[src/rtl/mem_bist_pkg.sv]
// Shared types and LFSR tap table for the memory BIST engine.
package mem_bist_pkg;

   typedef enum logic [2:0] {
      IDLE = 3'd0,
      WR   = 3'd1,
      RD   = 3'd2,
      WAIT = 3'd3,
      CHK  = 3'd4,
      DONE = 3'd5
   } bist_state_e;

   typedef enum logic [2:0] {
      CLR_W = 3'd0,
      CLR_R = 3'd1,
      ADR_W = 3'd2,
      ADR_R = 3'd3,
      RND   = 3'd4
   } bist_phase_e;

   // Toggle masks for a right-shifting Galois LFSR; unsupported widths give 0.
   function automatic logic [31:0] lfsr_taps(input int width);
      logic [31:0] taps;
      case (width)
         4:       taps = 32'h0000_000C;
         5:       taps = 32'h0000_0014;
         6:       taps = 32'h0000_0030;
         7:       taps = 32'h0000_0060;
         8:       taps = 32'h0000_00B8;
         9:       taps = 32'h0000_0110;
         10:      taps = 32'h0000_0240;
         11:      taps = 32'h0000_0500;
         12:      taps = 32'h0000_0829;
         13:      taps = 32'h0000_100D;
         14:      taps = 32'h0000_2015;
         15:      taps = 32'h0000_6000;
         16:      taps = 32'h0000_D008;
         17:      taps = 32'h0001_2000;
         18:      taps = 32'h0002_0400;
         19:      taps = 32'h0004_0023;
         20:      taps = 32'h0009_0000;
         21:      taps = 32'h0014_0000;
         22:      taps = 32'h0030_0000;
         23:      taps = 32'h0042_0000;
         24:      taps = 32'h00E1_0000;
         25:      taps = 32'h0120_0000;
         26:      taps = 32'h0200_0023;
         27:      taps = 32'h0400_0013;
         28:      taps = 32'h0900_0000;
         29:      taps = 32'h1400_0000;
         30:      taps = 32'h2000_0029;
         31:      taps = 32'h4800_0000;
         32:      taps = 32'h8020_0003;
         default: taps = 32'h0000_0000;
      endcase
      return taps;
   endfunction

endpackage

[src/rtl/mem_bist_lfsr.sv]
// Galois LFSR supplying pseudo-random BIST data; a zero SEED is replaced by 1.
module mem_bist_lfsr
   import mem_bist_pkg::*;
#(
   parameter int                DATA_W = 8,
   parameter logic [DATA_W-1:0] SEED   = DATA_W'(8'hA5)
) (
   input  logic              clk,
   input  logic              rst,
   input  logic              load,
   input  logic              adv,
   output logic [DATA_W-1:0] q
);

   localparam logic [31:0]       TAPS_FULL = lfsr_taps(DATA_W);
   localparam logic [DATA_W-1:0] TAPS      = TAPS_FULL[DATA_W-1:0];
   localparam logic [DATA_W-1:0] SEED_NZ   = (SEED == '0) ? {{(DATA_W-1){1'b0}}, 1'b1} : SEED;

   logic [DATA_W-1:0] q_q;

   always_ff @(posedge clk) begin
      if (rst || load) begin
         q_q <= SEED_NZ;
      end else if (adv) begin
         q_q <= {1'b0, q_q[DATA_W-1:1]} ^ (q_q[0] ? TAPS : '0);
      end else begin
         q_q <= q_q;
      end
   end

   assign q = q_q;

endmodule

[src/rtl/mem_bist_ctrl.sv]
// Memory BIST engine: clear, data=address and (with MEM_BIST_RAND_EN) pseudo-random
// write/read-back phases, counting miscompares and capturing the first failing address.
module mem_bist_ctrl
   import mem_bist_pkg::*;
#(
   parameter int                DATA_W = 8,
   parameter int                DEPTH  = 32,
   parameter int                RD_LAT = 1,
   parameter int                ERR_W  = 8,
   parameter logic [DATA_W-1:0] SEED   = DATA_W'(8'hA5),
   localparam int               ADDR_W = $clog2(DEPTH)
) (
   input  logic              clk,
   input  logic              rst,
   input  logic              start,
   output logic              busy,
   output logic              done,
   output logic              pass,
   output logic [ERR_W-1:0]  err_count,
   output logic [ADDR_W-1:0] err_addr,
   output logic              mem_write,
   output logic              mem_read,
   output logic [ADDR_W-1:0] mem_addr,
   output logic [DATA_W-1:0] mem_wdata,
   input  logic [DATA_W-1:0] mem_rdata
);

   localparam int WAIT_W = (RD_LAT > 1) ? $clog2(RD_LAT) : 1;
`ifdef MEM_BIST_RAND_EN
   localparam bit RAND_EN = 1'b1;
`else
   localparam bit RAND_EN = 1'b0;
`endif

   bist_state_e       state_q;
   bist_phase_e       phase_q;
   logic [ADDR_W-1:0] addr_q, err_addr_q, mem_addr_q, addr_inc_s;
   logic [WAIT_W-1:0] wait_q;
   logic [DATA_W-1:0] exp_q, mem_wdata_q, exp_s, addr_data_s, inc_data_s, lfsr_q;
   logic [ERR_W-1:0]  err_count_q, err_cnt_d;
   logic              busy_q, done_q, pass_q, mem_write_q, mem_read_q, mis_s, last_s;

`ifdef MEM_BIST_RAND_EN
   logic lfsr_load_s, lfsr_adv_s;
   assign lfsr_load_s = (state_q == IDLE) && start;
   assign lfsr_adv_s  = (state_q == WR) && (phase_q == RND);

   mem_bist_lfsr #(.DATA_W(DATA_W), .SEED(SEED)) u_lfsr (
      .clk  (clk),
      .rst  (rst),
      .load (lfsr_load_s),
      .adv  (lfsr_adv_s),
      .q    (lfsr_q)
   );
`else
   assign lfsr_q = '0;
`endif

   // Address-as-data is zero-extended or truncated to the word width.
   always_comb begin
      addr_inc_s  = addr_q + ADDR_W'(1);
      addr_data_s = '0;
      inc_data_s  = '0;
      for (int i = 0; i < DATA_W && i < ADDR_W; i++) begin
         addr_data_s[i] = addr_q[i];
         inc_data_s[i]  = addr_inc_s[i];
      end
      last_s = (addr_q == ADDR_W'(DEPTH - 1));
      case (phase_q)
         CLR_R:   exp_s = '0;
         ADR_R:   exp_s = addr_data_s;
         default: exp_s = exp_q;
      endcase
      mis_s     = (state_q == CHK) && (mem_rdata !== exp_s);
      err_cnt_d = err_count_q;
      if ((state_q == IDLE) && start) begin
         err_cnt_d = '0;
      end else if (mis_s && (err_count_q != '1)) begin
         err_cnt_d = err_count_q + ERR_W'(1'b1);
      end else begin
         err_cnt_d = err_count_q;
      end
   end

   always_ff @(posedge clk) begin
      if (rst) begin
         state_q     <= IDLE;
         phase_q     <= CLR_W;
         addr_q      <= '0;
         wait_q      <= '0;
         exp_q       <= '0;
         busy_q      <= 1'b0;
         done_q      <= 1'b0;
         pass_q      <= 1'b0;
         err_count_q <= '0;
         err_addr_q  <= '0;
         mem_write_q <= 1'b0;
         mem_read_q  <= 1'b0;
         mem_addr_q  <= '0;
         mem_wdata_q <= '0;
      end else begin
         err_count_q <= err_cnt_d;
         if (mis_s && (err_count_q == '0)) err_addr_q <= addr_q;
         mem_write_q <= 1'b0;
         mem_read_q  <= 1'b0;
         done_q      <= 1'b0;
         case (state_q)
            IDLE: begin
               if (start) begin
                  err_addr_q  <= '0;
                  pass_q      <= 1'b0;
                  busy_q      <= 1'b1;
                  state_q     <= WR;
                  phase_q     <= CLR_W;
                  addr_q      <= '0;
                  mem_write_q <= 1'b1;
                  mem_addr_q  <= '0;
                  mem_wdata_q <= '0;
               end
            end
            WR: begin
               if (phase_q == RND) begin
                  exp_q      <= mem_wdata_q;
                  state_q    <= RD;
                  mem_read_q <= 1'b1;
               end else if (last_s) begin
                  phase_q    <= (phase_q == CLR_W) ? CLR_R : ADR_R;
                  addr_q     <= '0;
                  state_q    <= RD;
                  mem_read_q <= 1'b1;
                  mem_addr_q <= '0;
               end else begin
                  addr_q      <= addr_inc_s;
                  mem_write_q <= 1'b1;
                  mem_addr_q  <= addr_inc_s;
                  mem_wdata_q <= (phase_q == ADR_W) ? inc_data_s : '0;
               end
            end
            RD: begin
               wait_q  <= '0;
               state_q <= (RD_LAT == 1) ? CHK : WAIT;
            end
            WAIT: begin
               if (wait_q == WAIT_W'(RD_LAT - 2)) state_q <= CHK;
               wait_q <= wait_q + WAIT_W'(1'b1);
            end
            CHK: begin
               if (!last_s) begin
                  addr_q     <= addr_inc_s;
                  mem_addr_q <= addr_inc_s;
                  if (phase_q == RND) begin
                     state_q     <= WR;
                     mem_write_q <= 1'b1;
                     mem_wdata_q <= lfsr_q;
                  end else begin
                     state_q    <= RD;
                     mem_read_q <= 1'b1;
                  end
               end else if (phase_q == CLR_R) begin
                  phase_q     <= ADR_W;
                  addr_q      <= '0;
                  state_q     <= WR;
                  mem_write_q <= 1'b1;
                  mem_addr_q  <= '0;
                  mem_wdata_q <= '0;
               end else if ((phase_q == ADR_R) && RAND_EN) begin
                  phase_q     <= RND;
                  addr_q      <= '0;
                  state_q     <= WR;
                  mem_write_q <= 1'b1;
                  mem_addr_q  <= '0;
                  mem_wdata_q <= lfsr_q;
               end else begin
                  // Pass must already include a miscompare found in this final check.
                  state_q     <= DONE;
                  busy_q      <= 1'b0;
                  done_q      <= 1'b1;
                  pass_q      <= (err_cnt_d == '0);
                  addr_q      <= '0;
                  mem_addr_q  <= '0;
                  mem_wdata_q <= '0;
               end
            end
            DONE:    state_q <= IDLE;
            default: state_q <= IDLE;
         endcase
      end
   end

   assign busy      = busy_q;
   assign done      = done_q;
   assign pass      = pass_q;
   assign err_count = err_count_q;
   assign err_addr  = err_addr_q;
   assign mem_write = mem_write_q;
   assign mem_read  = mem_read_q;
   assign mem_addr  = mem_addr_q;
   assign mem_wdata = mem_wdata_q;

endmodule

[config.mk]
export PLATFORM = sky130hd
export DESIGN_NAME = mem_bist_ctrl
export DESIGN_NICKNAME = d
export VERILOG_FILES = /design/src/rtl/mem_bist_pkg.sv /design/src/rtl/mem_bist_lfsr.sv /design/src/rtl/mem_bist_ctrl.sv
export SDC_FILE = /design/constraint.sdc
export NUM_CORES = 1
export LEC_CHECK = 0
export BUFFER_PORTS_ARGS = -buffer_cell sky130_fd_sc_hd__buf_2
export CAP_MARGIN = 20
export CORE_UTILIZATION = 44
export CTS_BUF_LIST = sky130_fd_sc_hd__clkbuf_8
export CTS_CLUSTER_DIAMETER = 100
export DETAILED_ROUTE_END_ITERATION = 10
export GPL_ROUTABILITY_DRIVEN = 0
export MAX_ROUTING_LAYER = met4
export PLACE_DENSITY = 0.67
export RECOVER_POWER = 25
export SETUP_SLACK_MARGIN = 0.2
export SYNTH_ARGS = -nofsm -noshare
export SYNTH_HDL_FRONTEND = slang
export SYNTH_HIERARCHICAL = 1
export SYNTH_SLANG_ARGS = --single-unit
[constraint.sdc]
create_clock -name clk -period 2.4 [get_ports clk]
set_input_delay 0.12 -clock clk [delete_from_list [all_inputs] [get_ports clk]]
set_output_delay 0.12 -clock clk [all_outputs]
set_load 0.02 [all_outputs]
==> summary.md <==
| Metric | Value |
|---|---|
| H-tree depth | `2` |
| CP delay by family, top | `compound AO/OA/AOI/OAI gates` |
| Final setup vio count | `0` |
| First-pass GRT wire length | `7180 um` |
| Die X | `68.8 um` |
| Pwr dens | `471 nW/um^2` |
| Via count | `1,880` |
| Die ar. | `4730 sq um` |
| Synth cell types | `56` |
| Global-route usage over all layers | `21.0%` |
| Clock tree from TritonCTS | `built` |
| Mapped Avg Cell Area | `8.05 sq um` |
| Drt first pass iters | `4` |
| Critical Path AT | `2.31 ns` |
| Max-cap violations | `0` |
| Register-to-Register Path Depth | `7` |
| Slowest-stage cell, CP | `a2111oi_4` |
| Final worst path period share | `88.6%` |
| Share of layout cells above drive strength 1 | `24.5%` |
| Status | `finished clean` |
| Grt total ovfl | `0` |
| Detail Route Antenna Nets | `0` |
| Hold Buf Count CTS | `0` |
| RR Endpoint | `pass` |
| Synth Area in Adders | `2.55%` |
| Total Wirelength | `4620 um` |
| Buf/Inv on CP | `1` |
| Cell area after synthesis | `1960 sq um` |
| Largest net degree at the start of global routing | `22` |
| Slew Limit Fails | `0` |
| Placed inst area | `2170 sq um` |
| Design Area, Final | `2400 sq um` |
| Nets | `304` |
| Placed Instances | `323` |
| Synth Area in Compound Gates | `19.2%` |
| Hold Crit Class | `in -> reg` |
| Core area | `4140 sq um` |
| Critical path required time | `2.58 ns` |
| HP Start | `rst` |
| Sequential share of the synthesized area | `34.7%` |
| Synth Area in Simple Gates | `28.5%` |
| #FFs+latches synth | `34` |
| Xor/xnor share of the synthesized area | `4.02%` |
| Pwr Total | `1130 uW` |
| Slew headroom | `59.6%` |
| Wire length per cell | `13.6 um` |
| Synth warnings | `6` |
| Worst Skew | `0.00348 ns` |
| Initial antenna violation count | `0` |
| Crit-path cells | `xor2_2 > o22a_2 > a2111oi_4 > buf_12 > nor4_1 > mux2i_1 > a41o_1` |
| Tmin final | `2.13 ns` |
| WS Path Type | `reg -> reg` |
| Ant. Diodes | `0` |
| Skew-Pair Late Insertion Delay | `0.29 ns` |
| Hold Path End | `busy` |
| Slew @ Worst Pin | `0.606 ns` |
| Ys flop type | `dfxtp_1` |
| Clock Pin Slew Worst Setup and Hold Paths | `0.07 ns` |
| Leakage power | `0.000917 uW` |
| Worst hold path depth | `2` |
| Die height | `68.8 um` |
| Fin util | `57.8%` |
| Largest family of logic cells by synthesized area | `simple AND/OR/NAND/NOR gates` |
| Number of flops mapped to enable cells by yosys | `0` |
| CP Capture Type | `register` |
| R2r setup slk | `0.27 ns` |
| CP startpoint kind | `register` |
| Multi-input logic area | `1210 sq um` |
| Final setup TNS | `0 ns` |
| DRC viols | `0` |
| Endpoints failing hold | `0` |
| CTS buffer count | `5` |
| Launch point of the worst path | `mem_addr[4]` |
| Clk buf depth | `2` |
| Mapped Cells | `244` |
| HPWL Detailed | `3150 um` |
| Port Buf Inserts | `38` |
| Mux share of post-synthesis cell area | `4.08%` |
| Root Buffer | `clkbuf_8` |
| # rows | `23` |
| Fmax | `470 MHz` |
| RSZ-0062 raised after global routing | `yes` |
| Initial Util | `47.4%` |
| R2R Path Start | `mem_addr[4]` |
| Crit path max fanout | `8` |
| Async S/R FF share, synth | `0%` |
| Fill count | `407` |
| Clock sinks | `34` |
| Ports | `42` |
| FF+latch area | `703 sq um` |
| Initial DRC count | `127` |
| Maximum vdd drop | `0.000277 V` |
| Number of global-route vias before repair | `1,531` |
| Fin cells | `340` |
| Area Growth Syn to Fin | `22.1%` |
| DR vias/cell | `5.53` |
| CP max stage delay | `0.63 ns` |
==> synth_stat cells (3+ instances only) <==
cell type | number | area (sq um)
nor2_1 | 41 | 154
nand3_1 | 11 | 55.1
buf_4 | 5 | 37.5
dfxtp_1 | 34 | 681
a21oi_1 | 20 | 100
clkbuf_1 | 6 | 22.5
xor2_1 | 4 | 35.0
inv_1 | 10 | 37.5
and3_1 | 3 | 18.8
nand2b_1 | 9 | 56.3
nor3_1 | 5 | 25.0
xnor2_1 | 5 | 43.8
a22oi_1 | 3 | 22.5
nand2_1 | 18 | 67.6
o21ai_0 | 4 | 20.0
nand4_1 | 3 | 18.8
ha_1 | 4 | 50.1
mux2i_1 | 8 | 80.1
==> kinds of logic after synthesis <==
| logic type | count (synthesis) |
|---|---|
| xor gates and xnor gates | 9 |
| muxes | 8 |
| adders and majority gates | 4 |
| buffers and inverters | 26 |
| other | 1 |
| DFF | 34 |
| AOI/OAI and AO/OA | 50 |
| and+or+nand+nor | 112 |
==> how the worst max path moves through the flow <==
stage / to / slack (ns) / depth (start not counted)
CTS: pass / 0.21 / 6
detailed placement: pass / 0.03 / 6
global route: pass / 0.13 / 6
floorplan: pass / 0.24 / 7
global placement: pass / 0.13 / 6
finish: pass / 0.27 / 7
==> state kept, by name (all words and copies together), names as in the netlist <==
signal and count:
mem_addr 5, err_count 8, busy 1, done 1
mem_read 1, pass 1, mem_wdata 5, state_q 3
wait_q 1, phase_q 2, mem_write 1, err_addr 5
==> per-stage QoR <==
stage / setup slack (ns) / hold slack (ns)
2_1_floorplan: 0.241 / 0.438
3_3_place_gp: 0.129 / 0.438
3_5_place_dp: 0.0263 / 0.441
4_1_cts: 0.207 / 0.217
5_1_grt: 0.135 / 0.224
6_report: 0.273 / 0.217
==> placed cells by master, fill, tap and decap left out, types with 4 or more instances in the layout <==
cell type,n
buf_4,12
clkbuf_8,6
dfxtp_2,6
inv_1,11
nand2b_1,7
o21ai_0,4
mux2i_1,8
xnor2_1,5
a21oi_1,20
nand3_1,11
nor3_1,5
buf_2,23
clkbuf_1,15
nor2_1,40
dfxtp_4,4
dfxtp_1,24
nand2_1,18
==> area by class of cell <==
cell class | count | share of cell area [%]
inverter | 10 | 1.57
clock buffer | 6 | 3.45
timing repair buffer | 52 | 12.3
sequential | 34 | 29.3
multi-input combinational | 186 | 50.4
tap | 50 | 2.61
clock inverter | 2 | 0.366
==> power breakdown <==
part,switching (uW),total [uW],leakage [uW],internal (uW)
registers,9.98,579,0.000281,569
clock network,211,438,0.0000524,227
logic,68.5,111,0.000583,42.8
total,290,1130,0.000917,839
==> routing by layer <==
metal | track usage, % | part of all wire (%) | up-vias
li1 | - | - | 948
met1 | 29.0 | 49 | 878
met2 | 30.4 | 44 | 48
met3 | 4.44 | 5.3 | 6
met4 | 6.89 | 1.3 | 0
met5 | - | 0 | -
==> repair_timing <==
item                       in CTS  in global routing
setup endpoints to repair       3                 11
resized for setup               4                 21
pin swaps                       1                 10
setup buffers                   1                  8
(Power assumes the default switching activity.)
